File: src/rtl/ifu_fetch_bus_pkg.sv
// ifu_fetch_bus_pkg
//   Shared definitions for the instruction-fetch bus path: FSM state
//   encodings, the default reset PC, the errF codes reported with each
//   fetched instruction and the AXI OKAY response code. Also used by the LSU
//   fetch path and by the decode/exception logic.
package ifu_fetch_bus_pkg;

    typedef enum logic [1:0] {
        S_AR       = 2'd0,
        S_R        = 2'd1,
        S_OUT      = 2'd2,
        S_WAIT_NPC = 2'd3
    } fetch_state_e;

    localparam logic [31:0] RESET_PC_DEF = 32'h8000_0000;

    localparam logic [1:0] ERR_NONE     = 2'b00;
    localparam logic [1:0] ERR_BUS      = 2'b01;
    localparam logic [1:0] ERR_MISALIGN = 2'b10;
    localparam logic [1:0] ERR_TIMEOUT  = 2'b11;

    localparam logic [1:0] RESP_OKAY = 2'b00;

    // A fetch address is legal only when it is word aligned.
    function automatic logic pc_misaligned(input logic [1:0] pc_lo);
        return (pc_lo != 2'b00);
    endfunction

endpackage

File: src/rtl/ifu_timeout_cnt.sv
// ifu_timeout_cnt
//   Cycle counter that bounds how long the fetch unit waits for read data.
//   Ports:
//     clk    in  clock
//     rst    in  asynchronous active-low reset
//     clr    in  restart the count from zero (new read issued)
//     en     in  count one more waiting cycle
//     expire out the current waiting cycle is the last one allowed
module ifu_timeout_cnt #(
    parameter logic [15:0] TIMEOUT = 16'd1024
) (
    input  logic clk,
    input  logic rst,
    input  logic clr,
    input  logic en,
    output logic expire
);

    logic [15:0] cnt_r;

    // Cycles already spent waiting; the TIMEOUT-th waiting cycle is the last.
    assign expire = (cnt_r == (TIMEOUT - 16'd1));

    // Wait-cycle counter: clear wins over increment.
    always_ff @(posedge clk or negedge rst) begin
        if (!rst) begin
            cnt_r <= 16'd0;
        end else if (clr) begin
            cnt_r <= 16'd0;
        end else if (en) begin
            cnt_r <= cnt_r + 16'd1;
        end else begin
            cnt_r <= cnt_r;
        end
    end

endmodule

File: src/rtl/ifu_fetch_bus.sv
// ifu_fetch_bus
//   Instruction fetch stage. Owns the PC, issues a single read per
//   instruction over an AR/R channel and hands {instF, pcF, snpcF, errF} to
//   decode with a valid/ready handshake. Only one fetch is ever in flight;
//   the next one starts when writeback supplies the next PC.
//   Ports:
//     clk, rst                    clock, asynchronous active-low reset
//     npc_valid, npc              next PC pulse from writeback
//     arvalid, arready, araddr    read-address channel (araddr == pc)
//     rvalid, rready, rdata, rresp read-data channel
//     m_valid, m_ready            handshake toward decode
//     instF, pcF, snpcF, errF     fetched word, its PC, PC+4, error code
module ifu_fetch_bus
    import ifu_fetch_bus_pkg::*;
#(
    parameter logic [31:0] RESET_PC = RESET_PC_DEF,
    parameter logic [15:0] TIMEOUT  = 16'd1024
) (
    input  logic        clk,
    input  logic        rst,
    input  logic        npc_valid,
    input  logic [31:0] npc,
    output logic        arvalid,
    input  logic        arready,
    output logic [31:0] araddr,
    input  logic        rvalid,
    output logic        rready,
    input  logic [31:0] rdata,
    input  logic [1:0]  rresp,
    output logic        m_valid,
    input  logic        m_ready,
    output logic [31:0] instF,
    output logic [31:0] pcF,
    output logic [31:0] snpcF,
    output logic [1:0]  errF
);

    fetch_state_e state_r, next_state_s;
    logic [31:0]  pc_r, next_pc_s;
    logic [31:0]  inst_r, snpc_r;
    logic [1:0]   err_r;
    logic         arvalid_r, rready_r, m_valid_r;

    logic         out_load_s;
    logic [31:0]  inst_val_s;
    logic [1:0]   err_val_s;
    logic         cnt_clr_s, cnt_en_s, expire_s;

    ifu_timeout_cnt #(
        .TIMEOUT (TIMEOUT)
    ) u_timeout_cnt (
        .clk    (clk),
        .rst    (rst),
        .clr    (cnt_clr_s),
        .en     (cnt_en_s),
        .expire (expire_s)
    );

    // Next-state logic plus the values captured for decode when a fetch ends.
    always_comb begin
        next_state_s = state_r;
        next_pc_s    = pc_r;
        out_load_s   = 1'b0;
        inst_val_s   = 32'd0;
        err_val_s    = ERR_NONE;
        cnt_clr_s    = 1'b0;
        cnt_en_s     = 1'b0;
        case (state_r)
            S_AR: begin
                if (pc_misaligned(pc_r[1:0])) begin
                    // Never put a misaligned address on the bus.
                    out_load_s   = 1'b1;
                    err_val_s    = ERR_MISALIGN;
                    next_state_s = S_OUT;
                end else if (arvalid_r && arready) begin
                    cnt_clr_s    = 1'b1;
                    next_state_s = S_R;
                end else begin
                    next_state_s = S_AR;
                end
            end
            S_R: begin
                if (rvalid && rready_r) begin
                    out_load_s   = 1'b1;
                    inst_val_s   = rdata;
                    err_val_s    = (rresp != RESP_OKAY) ? ERR_BUS : ERR_NONE;
                    next_state_s = S_OUT;
                end else if (expire_s) begin
                    out_load_s   = 1'b1;
                    err_val_s    = ERR_TIMEOUT;
                    next_state_s = S_OUT;
                end else begin
                    cnt_en_s     = 1'b1;
                    next_state_s = S_R;
                end
            end
            S_OUT: begin
                if (m_ready) begin
                    next_state_s = S_WAIT_NPC;
                end else begin
                    next_state_s = S_OUT;
                end
            end
            S_WAIT_NPC: begin
                if (npc_valid) begin
                    next_pc_s    = npc;
                    next_state_s = S_AR;
                end else begin
                    next_state_s = S_WAIT_NPC;
                end
            end
            default: begin
                next_state_s = S_AR;
            end
        endcase
    end

    // State, PC, decode-side payload and the registered channel controls.
    // Handshake outputs are flopped from the next state so no input reaches
    // an output combinationally; arvalid stays low for a misaligned PC.
    always_ff @(posedge clk or negedge rst) begin
        if (!rst) begin
            state_r   <= S_AR;
            pc_r      <= RESET_PC;
            inst_r    <= 32'd0;
            snpc_r    <= 32'd0;
            err_r     <= ERR_NONE;
            arvalid_r <= 1'b0;
            rready_r  <= 1'b0;
            m_valid_r <= 1'b0;
        end else begin
            state_r   <= next_state_s;
            pc_r      <= next_pc_s;
            arvalid_r <= (next_state_s == S_AR) && !pc_misaligned(next_pc_s[1:0]);
            rready_r  <= (next_state_s == S_R);
            m_valid_r <= (next_state_s == S_OUT);
            if (out_load_s) begin
                inst_r <= inst_val_s;
                err_r  <= err_val_s;
                snpc_r <= pc_r + 32'd4;
            end else begin
                inst_r <= inst_r;
                err_r  <= err_r;
                snpc_r <= snpc_r;
            end
        end
    end

    assign arvalid = arvalid_r;
    assign araddr  = pc_r;
    assign rready  = rready_r;
    assign m_valid = m_valid_r;
    assign instF   = inst_r;
    assign pcF     = pc_r;
    assign snpcF   = snpc_r;
    assign errF    = err_r;

endmodule

File: config.mk
export PLATFORM = sky130hd
export DESIGN_NAME = ifu_fetch_bus
export DESIGN_NICKNAME = d
export VERILOG_FILES = /design/src/rtl/ifu_fetch_bus_pkg.sv /design/src/rtl/ifu_timeout_cnt.sv /design/src/rtl/ifu_fetch_bus.sv
export SDC_FILE = /design/constraint.sdc
export NUM_CORES = 1
export LEC_CHECK = 0
export ABC_AREA = 1
export CAP_MARGIN = 5
export CORE_ASPECT_RATIO = 1.75
export CORE_MARGIN = 4
export CORE_UTILIZATION = 48
export CTS_BUF_LIST = sky130_fd_sc_hd__clkbuf_4 sky130_fd_sc_hd__clkbuf_8
export DETAILED_ROUTE_END_ITERATION = 16
export PLACE_DENSITY = 0.83
export SETUP_SLACK_MARGIN = 0.3
export SYNTH_ARGS = -nofsm -noshare
export SYNTH_HDL_FRONTEND = slang
export SYNTH_SLANG_ARGS = --single-unit
export TNS_END_PERCENT = 100
File: constraint.sdc
create_clock -name clk -period 2.5 [get_ports clk]
set_input_delay 0.25 -clock clk [delete_from_list [all_inputs] [get_ports clk]]
set_output_delay 0.25 -clock clk [all_outputs]
set_load 0.1 [all_outputs]
==> flow_summary.toml <==
[drt]
via_per_inst = 5.17
dr.pass1.iters = 5
vias = 5723
route.detailed.drc = 0
antenna_left = 0
wl_per_cell_um = 16.2
drtIter0Drc = 221
drt_wl_total_um = 18000

[global_routing]
track_usage_pct = 24.1
grt_max_degree = 73
first_global_vias = 5667
grt_overflow = 0
antenna_found_initial = 0
grt_first_pass_wirelength_um = 28200

[floorplanning]
die_x_um = 94.2
start_util_pct = 49.4
die_area_um2 = 15000
row_count = 54
core_region_area_um2 = 12600
io_pins = 205
fp.dieH_um = 159

[logic_synthesis]
synth_seq_cells = 119
synth_cells = 751
syn-cell-area_um2 = 6250
syn_area_per_cell_um2 = 8.32
synth_cell_types = 29
syn-num-nets = 825
synth-async-reset-ratio_pct = 100
ys_warn_count = 0
synth_ff_type = "dfrtp_1"
synth_edf_count = 0
seq_area_frac_synth_pct = 47.7

[timing]
fmaxAchievable_ghz = 0.510
fin_setup_tns_ns = 0
holdWs_ns = 0.362
period_needed_ns = 1.96
slew_headroom_pct = 58.7
hold_viol = 0
skew_ns = 0.0136
setup_violations = 0
rsz0062_at_grt = "no"
finalCritPeriodShare_pct = 78.4
finalMaxSlewViolations = 0
worst_slew_pin_slew_ns = 0.617

[worst_setup_path]
r2r_end = "snpcF[27]"
crit_path_start_kind = "flip-flop"
rrSetupSlack_ns = 0.54
arrival_ns = 2.32
r2r_cells = 9
r2r_start = "u_timeout_cnt.cnt_r[1]"
critPathCaptureType = "flip-flop"
path_max_fanout = 32
crit_type = "reg2reg"
critPathRequiredTime_ns = 2.86

[min_path]
hold_path_class = "in2async"

[cts]
cts_root_buf = "clkbuf_8"
clock_path_buffers = 2
hold_buffers = 1
clk_latency_ns = 0.44
path_clk_slew_ns = 0.07
cts_setup_buffers = 0
numCtsBuffers = 17
cts_resized = 0
h-tree-depth = 4
clkSinkCount = 119
tritoncts = "built"

[finish]
layoutNonFillerInstCount = 1108
final_nets = 1001
area_growth_syn_to_layout_pct = 33.5
diodes = 0
drive_above_1_share_pct = 26.0

[placement]
hpwl_um = 13500
gp_congestion = 0.958
port_buffers = 204
dp.cells = 1075

[status]
status = "completed"

[flow_run]
max-cap-violations = 0
==> through the flow <==
step	setup slack (ns)	utilization, %	cell area, um^2
6_report	0.540	66.0	8340
5_1_grt	0.344	66.0	8340
4_1_cts	0.526	66.0	8340
3_5_place_dp	0.563	62.6	7910
3_3_place_gp	0.657	62.6	7910
2_1_floorplan	0.435	-	6250
==> how the worst max path moves through the flow <==
stage | start | endpoint | slack (ns) | cells past startpoint
after floorplan | araddr[5] | snpcF[16] | 0.44 | 6
after CTS | u_timeout_cnt.cnt_r[1] | snpcF[27] | 0.53 | 9
after detailed placement | npc_valid | araddr[25] | 0.56 | 4
after global routing | u_timeout_cnt.cnt_r[1] | snpcF[12] | 0.34 | 9
final | u_timeout_cnt.cnt_r[1] | snpcF[27] | 0.54 | 9
after global placement | npc_valid | araddr[3] | 0.66 | 4
==> final cells by class <==
cell class                      instances  area (um^2)
Fill cell                            1050         4290
Sequential cell                       119         2980
Multi-Input combinational cell        544         2790
Timing Repair Buffer                  218         1840
Clock buffer                           19          255
Tap cell                              168          210
Clock inverter                         13          170
Inverter                               27          101
==> critical path: stages, from the launching register on <==
cell and delay (ns):
dfrtp_1 0.41, ha_1 0.23, nand3_2 0.14, nor2_4 0.19, nand2_2 0.09, nand2_1 0.08, nand2_2 0.07, nand2_2 0.47
nand2_1 0.12, nand2_1 0.08
==> cells by family (layout without fill, tap and decap cells) <==
family | Yosys count | after routing | synth area share, %
compound gates | 19 | 19 | 1.70
xor+xnor | 19 | 19 | 2.66
fa+ha+maj | 2 | 2 | 0.400
buf+inv | 88 | 277 | 7.99
flops | 119 | 119 | 47.7
mux | 28 | 28 | 5.05
simple gates | 476 | 476 | 34.5
==> Yosys cell counts (2+ instances only) <==
| cell | count | area (um^2) |
|---|---|---|
| nand2_1 | 249 | 935 |
| dfrtp_1 | 118 | 2950 |
| nand3_1 | 100 | 500 |
| nor2_1 | 72 | 270 |
| buf_4 | 35 | 263 |
| mux2_2 | 28 | 315 |
| inv_1 | 26 | 97.6 |
| nand3_2 | 22 | 220 |
| nand3b_1 | 15 | 113 |
| xor2_1 | 14 | 123 |
| o21ai_0 | 13 | 65.1 |
| buf_2 | 12 | 60.1 |
| clkbuf_1 | 11 | 41.3 |
| nand4_1 | 8 | 50.1 |
| xnor2_1 | 5 | 43.8 |
| buf_6 | 3 | 33.8 |
| nand2_2 | 3 | 18.8 |
| or2_2 | 3 | 18.8 |
| a21oi_1 | 2 | 10.0 |
| ha_1 | 2 | 25.0 |
| o21bai_1 | 2 | 15.0 |
==> cell usage in the layout, fill, tap and decap left out, types with 2 or more instances in the layout <==
cell type        instances
or2_2                    3
nand3_1                 99
clkbuf_8                18
mux2_2                  28
nand3b_1                15
bufinv_16                3
nand4_1                  8
xnor2_1                  5
clkdlybuf4s50_1         70
nand3_2                 23
dfrtp_2                  2
dfrtp_1                116
ha_1                     2
o21ai_0                 13
nand2_2                  3
buf_4                  145
inv_6                    3
clkinvlp_4               6
a21oi_1                  2
xor2_1                  14
buf_12                   2
nand2_1                249
o21bai_1                 2
nor2_1                  72
inv_1                   26
==> flip-flops by register name (all words and copies together), names as in the netlist <==
name,flops
snpcF,32
state_r,2
u_timeout_cnt.cnt_r,16
errF,2
arvalid,1
instF,32
araddr,32
rready,1
m_valid,1
==> routing by layer <==
metal | track usage (%) | vias up | wire (um)
li1 | - | 2770 | -
met1 | 24.0 | 2648 | 6090
met2 | 44.5 | 246 | 9920
met3 | 5.11 | 59 | 983
met4 | 13.5 | 0 | 957
met5 | 0 | - | 0
Power is left out: the tool's default activity adds up to more than one toggle a clock period on the data nets, which glitch-free logic cannot reach.
